<file path="src/rtl/burst_source_if.sv">
// rtl/burst_source_if.sv - command and beat-stream bundle for burst_source
//
// Purpose: groups the command handshake, the pause request and the outgoing
// valid/ready/last beat stream of burst_source into one interface.
//   master : view taken by burst_source (drives cmd_ready and the beat outputs)
//   slave  : view taken by whatever issues commands and consumes the beats
// Signals:
//   cmd_valid/cmd_ready/cmd_base/cmd_len : burst command handshake
//   pause                                : request bubbles between beats
//   data_out/valid_out/last_out/ready_in : beat stream
//   done                                 : one-cycle pulse after final beat
//   beat_idx                             : index of the beat being presented
interface burst_source_if #(
  parameter int DATA_W = 32,
  parameter int LEN_W  = 8
);
  logic              cmd_valid;
  logic              cmd_ready;
  logic [DATA_W-1:0] cmd_base;
  logic [LEN_W-1:0]  cmd_len;
  logic              pause;
  logic [DATA_W-1:0] data_out;
  logic              valid_out;
  logic              last_out;
  logic              ready_in;
  logic              done;
  logic [LEN_W-1:0]  beat_idx;

  modport master (
    input  cmd_valid, cmd_base, cmd_len, pause, ready_in,
    output cmd_ready, data_out, valid_out, last_out, done, beat_idx
  );

  modport slave (
    output cmd_valid, cmd_base, cmd_len, pause, ready_in,
    input  cmd_ready, data_out, valid_out, last_out, done, beat_idx
  );
endinterface

</file>
<file path="src/rtl/burst_source.sv">
// rtl/burst_source.sv - incrementing-data burst generator on a valid/ready/last stream
//
// Purpose: accepts one (base, len) command at a time and emits len+1 beats
// with data base, base+1, ... (wrapping modulo 2^DATA_W). Valid is never
// withdrawn and data never changes while a beat is pending.
// Ports:
//   clk  : rising-edge clock
//   rst  : synchronous reset, active-high
//   bus  : burst_source_if.master (command, pause, beat stream, done, beat_idx)
// All outputs are registered; nothing combinational reaches them from
// ready_in or cmd_valid.
module burst_source #(
  parameter int DATA_W = 32,
  parameter int LEN_W  = 8
) (
  input logic            clk,
  input logic            rst,
  burst_source_if.master bus
);

  typedef enum logic {IDLE, SEND} state_t;

  localparam logic [LEN_W-1:0]  IDX_ONE  = LEN_W'(1);
  localparam logic [DATA_W-1:0] DATA_ONE = DATA_W'(1);

  state_t            state;
  logic [LEN_W-1:0]  len_q;
  logic [LEN_W-1:0]  beat_idx_q;
  logic [DATA_W-1:0] data_q;
  logic              valid_q;
  logic              last_q;
  logic              done_q;
  logic              cmd_ready_q;

  logic hs;
  logic at_last;

  assign hs      = valid_q & bus.ready_in;
  assign at_last = (beat_idx_q == len_q);

  always_ff @(posedge clk) begin
    if (rst) begin
      state       <= IDLE;
      len_q       <= '0;
      beat_idx_q  <= '0;
      data_q      <= '0;
      valid_q     <= 1'b0;
      last_q      <= 1'b0;
      done_q      <= 1'b0;
      cmd_ready_q <= 1'b1;
    end else begin
      done_q <= 1'b0;
      case (state)
        IDLE: begin
          if (bus.cmd_valid) begin
            // beat 0 is presented straight from the command fields
            len_q       <= bus.cmd_len;
            beat_idx_q  <= '0;
            data_q      <= bus.cmd_base;
            valid_q     <= 1'b1;
            last_q      <= (bus.cmd_len == '0);
            cmd_ready_q <= 1'b0;
            state       <= SEND;
          end
        end
        SEND: begin
          if (hs) begin
            if (at_last) begin
              valid_q     <= 1'b0;
              last_q      <= 1'b0;
              done_q      <= 1'b1;
              cmd_ready_q <= 1'b1;
              state       <= IDLE;
            end else begin
              // data tracks base + beat_idx by incrementing alongside the index
              beat_idx_q <= beat_idx_q + IDX_ONE;
              data_q     <= data_q + DATA_ONE;
              valid_q    <= ~bus.pause;
              last_q     <= ~bus.pause & ((beat_idx_q + IDX_ONE) == len_q);
            end
          end else if (!valid_q) begin
            // bubble inserted by pause: re-present the same beat once released
            if (!bus.pause) begin
              valid_q <= 1'b1;
              last_q  <= at_last;
            end
          end
          // valid_q high with ready_in low: everything holds
        end
        default: state <= IDLE;
      endcase
    end
  end

  assign bus.cmd_ready = cmd_ready_q;
  assign bus.data_out  = data_q;
  assign bus.valid_out = valid_q;
  assign bus.last_out  = last_q;
  assign bus.done      = done_q;
  assign bus.beat_idx  = beat_idx_q;

endmodule

</file>
<file path="src/flat_wrapper.sv">
// flat-port wrapper written by rule: the top's interface ports become plain ports
module burst_source_flat 
#(
  parameter int DATA_W = 32,
  parameter int LEN_W  = 8
)
  (clk, rst, bus_cmd_valid, bus_cmd_base, bus_cmd_len, bus_pause, bus_ready_in, bus_cmd_ready, bus_data_out, bus_valid_out, bus_last_out, bus_done, bus_beat_idx);
  burst_source_if #(.DATA_W(DATA_W), .LEN_W(LEN_W)) bus_i ();
  input logic clk;
  input logic rst;
  input wire logic [$bits(bus_i.cmd_valid)-1:0] bus_cmd_valid;
  input wire logic [$bits(bus_i.cmd_base)-1:0] bus_cmd_base;
  input wire logic [$bits(bus_i.cmd_len)-1:0] bus_cmd_len;
  input wire logic [$bits(bus_i.pause)-1:0] bus_pause;
  input wire logic [$bits(bus_i.ready_in)-1:0] bus_ready_in;
  output wire logic [$bits(bus_i.cmd_ready)-1:0] bus_cmd_ready;
  output wire logic [$bits(bus_i.data_out)-1:0] bus_data_out;
  output wire logic [$bits(bus_i.valid_out)-1:0] bus_valid_out;
  output wire logic [$bits(bus_i.last_out)-1:0] bus_last_out;
  output wire logic [$bits(bus_i.done)-1:0] bus_done;
  output wire logic [$bits(bus_i.beat_idx)-1:0] bus_beat_idx;
  assign bus_i.cmd_valid = bus_cmd_valid;
  assign bus_i.cmd_base = bus_cmd_base;
  assign bus_i.cmd_len = bus_cmd_len;
  assign bus_i.pause = bus_pause;
  assign bus_i.ready_in = bus_ready_in;
  assign bus_cmd_ready = bus_i.cmd_ready;
  assign bus_data_out = bus_i.data_out;
  assign bus_valid_out = bus_i.valid_out;
  assign bus_last_out = bus_i.last_out;
  assign bus_done = bus_i.done;
  assign bus_beat_idx = bus_i.beat_idx;
  burst_source #(.DATA_W(DATA_W), .LEN_W(LEN_W)) u_core (.clk(clk), .rst(rst), .bus(bus_i));
endmodule
</file>
<file path="config.mk">
export PLATFORM = sky130hd
export DESIGN_NAME = burst_source_flat
export DESIGN_NICKNAME = d
export VERILOG_FILES = /design/src/rtl/burst_source_if.sv /design/src/rtl/burst_source.sv /design/src/flat_wrapper.sv
export SDC_FILE = /design/constraint.sdc
export NUM_CORES = 1
export LEC_CHECK = 0
export ABC_CLOCK_PERIOD_IN_PS = 2000
export CORE_UTILIZATION = 40
export CTS_CLUSTER_DIAMETER = 150
export DETAILED_ROUTE_END_ITERATION = 16
export PLACE_DENSITY = 0.69
export SETUP_SLACK_MARGIN = 0.1
export SYNTH_ARGS = -nofsm -noshare
export SYNTH_HDL_FRONTEND = slang
export SYNTH_SLANG_ARGS = --single-unit
</file>
<file path="constraint.sdc">
create_clock -name clk -period 2 [get_ports clk]
set_input_delay 0.4 -clock clk [delete_from_list [all_inputs] [get_ports clk]]
set_output_delay 0.4 -clock clk [all_outputs]
set_load 0.1 [all_outputs]
</file>
==> flow_summary.rst <==
.. list-table::
   :header-rows: 1

   * - Metric
     - Value
   * - Overall via count from detail_route
     - 4,030
   * - Post-synth design cell area
     - 0.003382 mm2
   * - Post-DP HPWL
     - 8537 um
   * - Maximum fanout along the worst path
     - 8
   * - Fraction of the yosys area taken by sequential cells
     - 31.37%
   * - Max Transition Viols Final
     - 0
   * - Clk sink count
     - 53
   * - Post-synthesis area per instance
     - 7.902 um2
   * - R2R Setup Slk
     - 160 ps
   * - Cell chosen for the clock root
     - sky130_fd_sc_hd__clkbuf_8
   * - Final instance area
     - 0.004950 mm2
   * - Worst clock skew
     - 9.539 ps
   * - Total wire length
     - 11,910 um
   * - Largest net degree at the start of global routing
     - 35
   * - Register bit total from synthesis
     - 53
   * - Critical Path Source Type
     - flop
   * - Reg-to-reg endpoint
     - u_core.bus.data_out[15]
   * - Critical Path Stages
     - 5
   * - Global-route usage over all layers
     - 26.54%
   * - Number of nets produced by synthesis
     - 475
   * - Worst r2r path cells
     - 5
   * - Power density relative to cell area
     - 577.7 mW/mm2
   * - Clock buffer depth
     - 2
   * - Core region area
     - 0.008217 mm2
   * - Number of hold violations in the final report
     - 0
   * - Initial antenna violation count
     - 0
   * - TritonRoute pass-1 iters
     - 5
   * - Ys Warns
     - 0
   * - Category of the most critical setup path
     - reg -> reg
   * - Worst supply voltage drop on vdd
     - 0.0004137 V
   * - Biggest area contributors in the synthesized netlist
     - sky130_fd_sc_hd__dfxtp_1 (31%), sky130_fd_sc_hd__nand2_1 (6.9%), sky130_fd_sc_hd__a21oi_1 (3.4%)
   * - Met2 Wirelength
     - 5854 um
   * - Placed Instances
     - 634
   * - RSZ-0062 raised after global routing
     - yes
   * - Height of the die
     - 93.95 um
   * - Die Wd
     - 93.95 um
   * - Fill cell count
     - 743
   * - Clock H-tree levels
     - 2
   * - Post-synthesis cell type count
     - 62
   * - Number of DRC markers after the initial detailed-route iteration
     - 297
   * - Hold Path Depth
     - 3
   * - Wire length on met3
     - 671 um
   * - Sort of element at the end of the critical path
     - flop
   * - Delay of the slowest critical-path stage
     - 470 ps
   * - Most common library cell in the layout ignoring fill and taps
     - sky130_fd_sc_hd__buf_4
   * - Gate count after technology mapping
     - 428
   * - Crit share post-route
     - 91.84%
   * - Top-level port count
     - 89
   * - Wire length of the first global-routing pass
     - 18,500 um
   * - Final worst path period need
     - 1837 ps
   * - CTS tree
     - done
   * - Proportion of netlist area held by the largest area contributor
     - 31.37%
   * - Vias in the first global route
     - 3,689
   * - Multi-input gate area in the final layout
     - 0.002342 mm2
   * - Kind of cell with the highest combined delay on the critical path
     - simple AND/OR/NAND/NOR gates
   * - Cell-by-cell listing of the critical path
     - and3_2 > and4_1 > nand2_1 > or4_1 > a31oi_1
   * - Post-synthesis cell type with the largest combined area
     - sky130_fd_sc_hd__dfxtp_1
   * - Maximum capacitance violations
     - 0
   * - Worst min-delay path category
     - in -> reg
   * - Last weighted congestion value of the routability-driven placer
     - 0.8722
   * - Sink of the worst hold path
     - u_core.bus.valid_out
   * - Leakage
     - 1.810 nW
   * - Clock edge transition at the registers on the reported setup and hold paths
     - 100 ps
   * - Wire length the detailed router placed on met1
     - 5169 um
   * - Total grt overflow
     - 0
   * - Number of buffer and inverter stages on the critical path
     - 0
   * - Area taken by flip-flops and latches
     - 0.001196 mm2
   * - Util after Layout
     - 60.24%
   * - Prevailing post-synth register cell
     - sky130_fd_sc_hd__dfxtp_1
   * - Starting utilization of the core area
     - 41.16%
   * - Ratio of routed vias to standard cells
     - 6.200
   * - Pin slew with the least headroom to its limit
     - 535.4 ps
   * - Setup slack after layout
     - 163.1 ps
   * - Top routing layer in use
     - met4
   * - Share of cells above drive strength 1
     - 33.03%
   * - Insertion delay of the later-clocked pin in the worst-skew pair
     - 310 ps
   * - Total of buffers placed on input and output ports
     - 88
   * - Die Area
     - 0.008827 mm2
   * - Layout Cells excl Fill
     - 650
   * - Count of antenna diodes in the layout
     - 0
   * - Setup violators final
     - 0
   * - TritonCTS buffer count
     - 5
   * - Commonest cells after routing, fill and taps aside
     - sky130_fd_sc_hd__buf_4 (91), sky130_fd_sc_hd__nand2_1 (61), sky130_fd_sc_hd__clkdlybuf4s50_1 (42)
   * - Remaining antenna violation count
     - 0
   * - Source of the worst register-to-register timing path
     - u_core.bus.data_out[7]
   * - Placed cell area
     - 0.004619 mm2
   * - Core Rows
     - 33
   * - Number of synthesized flops with an enable pin
     - 0
   * - Startpoint of the most critical hold path
     - bus_ready_in
   * - Cell with the biggest individual delay on the critical path
     - sky130_fd_sc_hd__or4_1
   * - Data required time at the worst endpoint
     - 2230 ps
   * - Synth-to-Final Area Change
     - 46.36%
   * - Fraction of registers with async set/reset
     - 0%
   * - Final-layout worst hold slack
     - 475.6 ps
   * - Layout Nets
     - 591
   * - Crit path arrival time
     - 2060 ps
   * - Worst Setup Slack post-DPL
     - -151.7 ps
   * - Post-DR wirelength/cell
     - 18.33 um
   * - Remaining DRCs
     - 0
   * - Status
     - finished, final reports clean
   * - Highest clock frequency the design can meet
     - 544.4 MHz
   * - Normalized max-slew margin
     - 64.17%
-- flip-flops by register name, summed over array words and instances, names as in the netlist --
name,cells
u_core.bus.cmd_ready,1
u_core.state,1
u_core.len_q,8
u_core.bus.last_out,1
u_core.bus.valid_out,1
u_core.bus.data_out,32
u_core.bus.done,1
u_core.bus.beat_idx,8
-- where the power goes --
group	internal (W)	leakage [nW]	switching, W	total (W)
logic	0.000337	1.30	0.000683	0.00102
clock network	0.000243	0.0439	0.000373	0.000616
registers	0.00111	0.462	0.000116	0.00122
total	0.00169	1.81	0.00117	0.00286
-- cells in the mapped netlist, types with 3 or more instances --
cell / number
sky130_fd_sc_hd__a211oi_1: 5
sky130_fd_sc_hd__nand4_1: 11
sky130_fd_sc_hd__nor2_1: 27
sky130_fd_sc_hd__nor4_1: 8
sky130_fd_sc_hd__or4_1: 9
sky130_fd_sc_hd__a32oi_1: 7
sky130_fd_sc_hd__or3_1: 5
sky130_fd_sc_hd__o211ai_1: 15
sky130_fd_sc_hd__o21ai_0: 8
sky130_fd_sc_hd__nor3_1: 13
sky130_fd_sc_hd__and3_1: 9
sky130_fd_sc_hd__inv_1: 8
sky130_fd_sc_hd__buf_4: 3
sky130_fd_sc_hd__and4_1: 9
sky130_fd_sc_hd__and2_1: 3
sky130_fd_sc_hd__clkbuf_1: 14
sky130_fd_sc_hd__o22ai_1: 3
sky130_fd_sc_hd__o311ai_0: 6
sky130_fd_sc_hd__a311oi_1: 7
sky130_fd_sc_hd__buf_2: 7
sky130_fd_sc_hd__a22oi_1: 4
sky130_fd_sc_hd__nor4_4: 3
sky130_fd_sc_hd__a21oi_1: 23
sky130_fd_sc_hd__buf_1: 4
sky130_fd_sc_hd__a31oi_1: 11
sky130_fd_sc_hd__nand3_1: 19
sky130_fd_sc_hd__a221oi_1: 4
sky130_fd_sc_hd__dfxtp_1: 53
sky130_fd_sc_hd__xnor2_1: 13
sky130_fd_sc_hd__mux2i_1: 3
sky130_fd_sc_hd__a2bb2oi_1: 4
sky130_fd_sc_hd__nand2b_1: 9
sky130_fd_sc_hd__nand2_1: 62
-- worst min-delay path, stage by stage --
cell	delay, ps
sky130_fd_sc_hd__dlymetal6s2s_1	110
sky130_fd_sc_hd__buf_4	130
sky130_fd_sc_hd__a311oi_1	100
-- cell type report --
| class | instances | area share [%] |
|---|---|---|
| multi-input cells | 338 | 47.32 |
| flip-flops and latches | 53 | 24.17 |
| repair buffers | 138 | 23.51 |
| well taps | 105 | 2.654 |
| clock buffers | 5 | 1.390 |
| inverters | 8 | 0.6067 |
| clock inverters | 3 | 0.3539 |
-- cell families (layout without fill, tap and decap cells) --
group / count (synthesis) / count (layout) / synth area share, %
AO/OA/AOI/OAI: 119 / 119 / 25.57
XOR/XNOR: 15 / 15 / 3.885
adder cells (fa/ha/maj): 2 / 2 / 0.7398
buffers and inverters: 37 / 154 / 4.920
flip-flops: 53 / 53 / 31.37
multiplexers: 3 / 3 / 0.8879
AND/OR/NAND/NOR: 199 / 199 / 32.63
-- through the flow --
step                TNS [ps]  power, W
detailed placement     -1349  0.002221
finish                     0  0.002860
floorplan                  0  0.001880
global route               0  0.002977
CTS                        0  0.002835
global placement      -718.2  0.002211
-- how the worst max path moves through the flow --
| stage | start | endpoint | slack (ps) |
|---|---|---|---|
| 3_3_place_gp | bus_ready_in | u_core.bus.last_out | -100 |
| 3_5_place_dp | bus_ready_in | u_core.bus.last_out | -150 |
| 2_1_floorplan | u_core.bus.data_out[18] | u_core.bus.data_out[28] | 100 |
| 5_1_grt | u_core.state | u_core.bus.data_out[19] | 30 |
| 4_1_cts | bus_ready_in | u_core.bus.data_out[30] | 100 |
| 6_report | u_core.bus.data_out[7] | u_core.bus.data_out[15] | 160 |
-- layer usage --
metal	up-vias	global-route usage, %
li1	1888	-
met5	-	0
met2	169	44.22
met4	0	8.718
met1	1944	35.12
met3	29	3.641
-- repair_timing --
action / 4_1_cts / 5_1_grt
buffers inserted: 2 / 7
hold buffers: 0 / 0
pin swaps: 1 / 10
resized for setup: 3 / 31
setup endpoints to repair: 5 / 19
No activity file was read; power rests on OpenSTA's default activity.
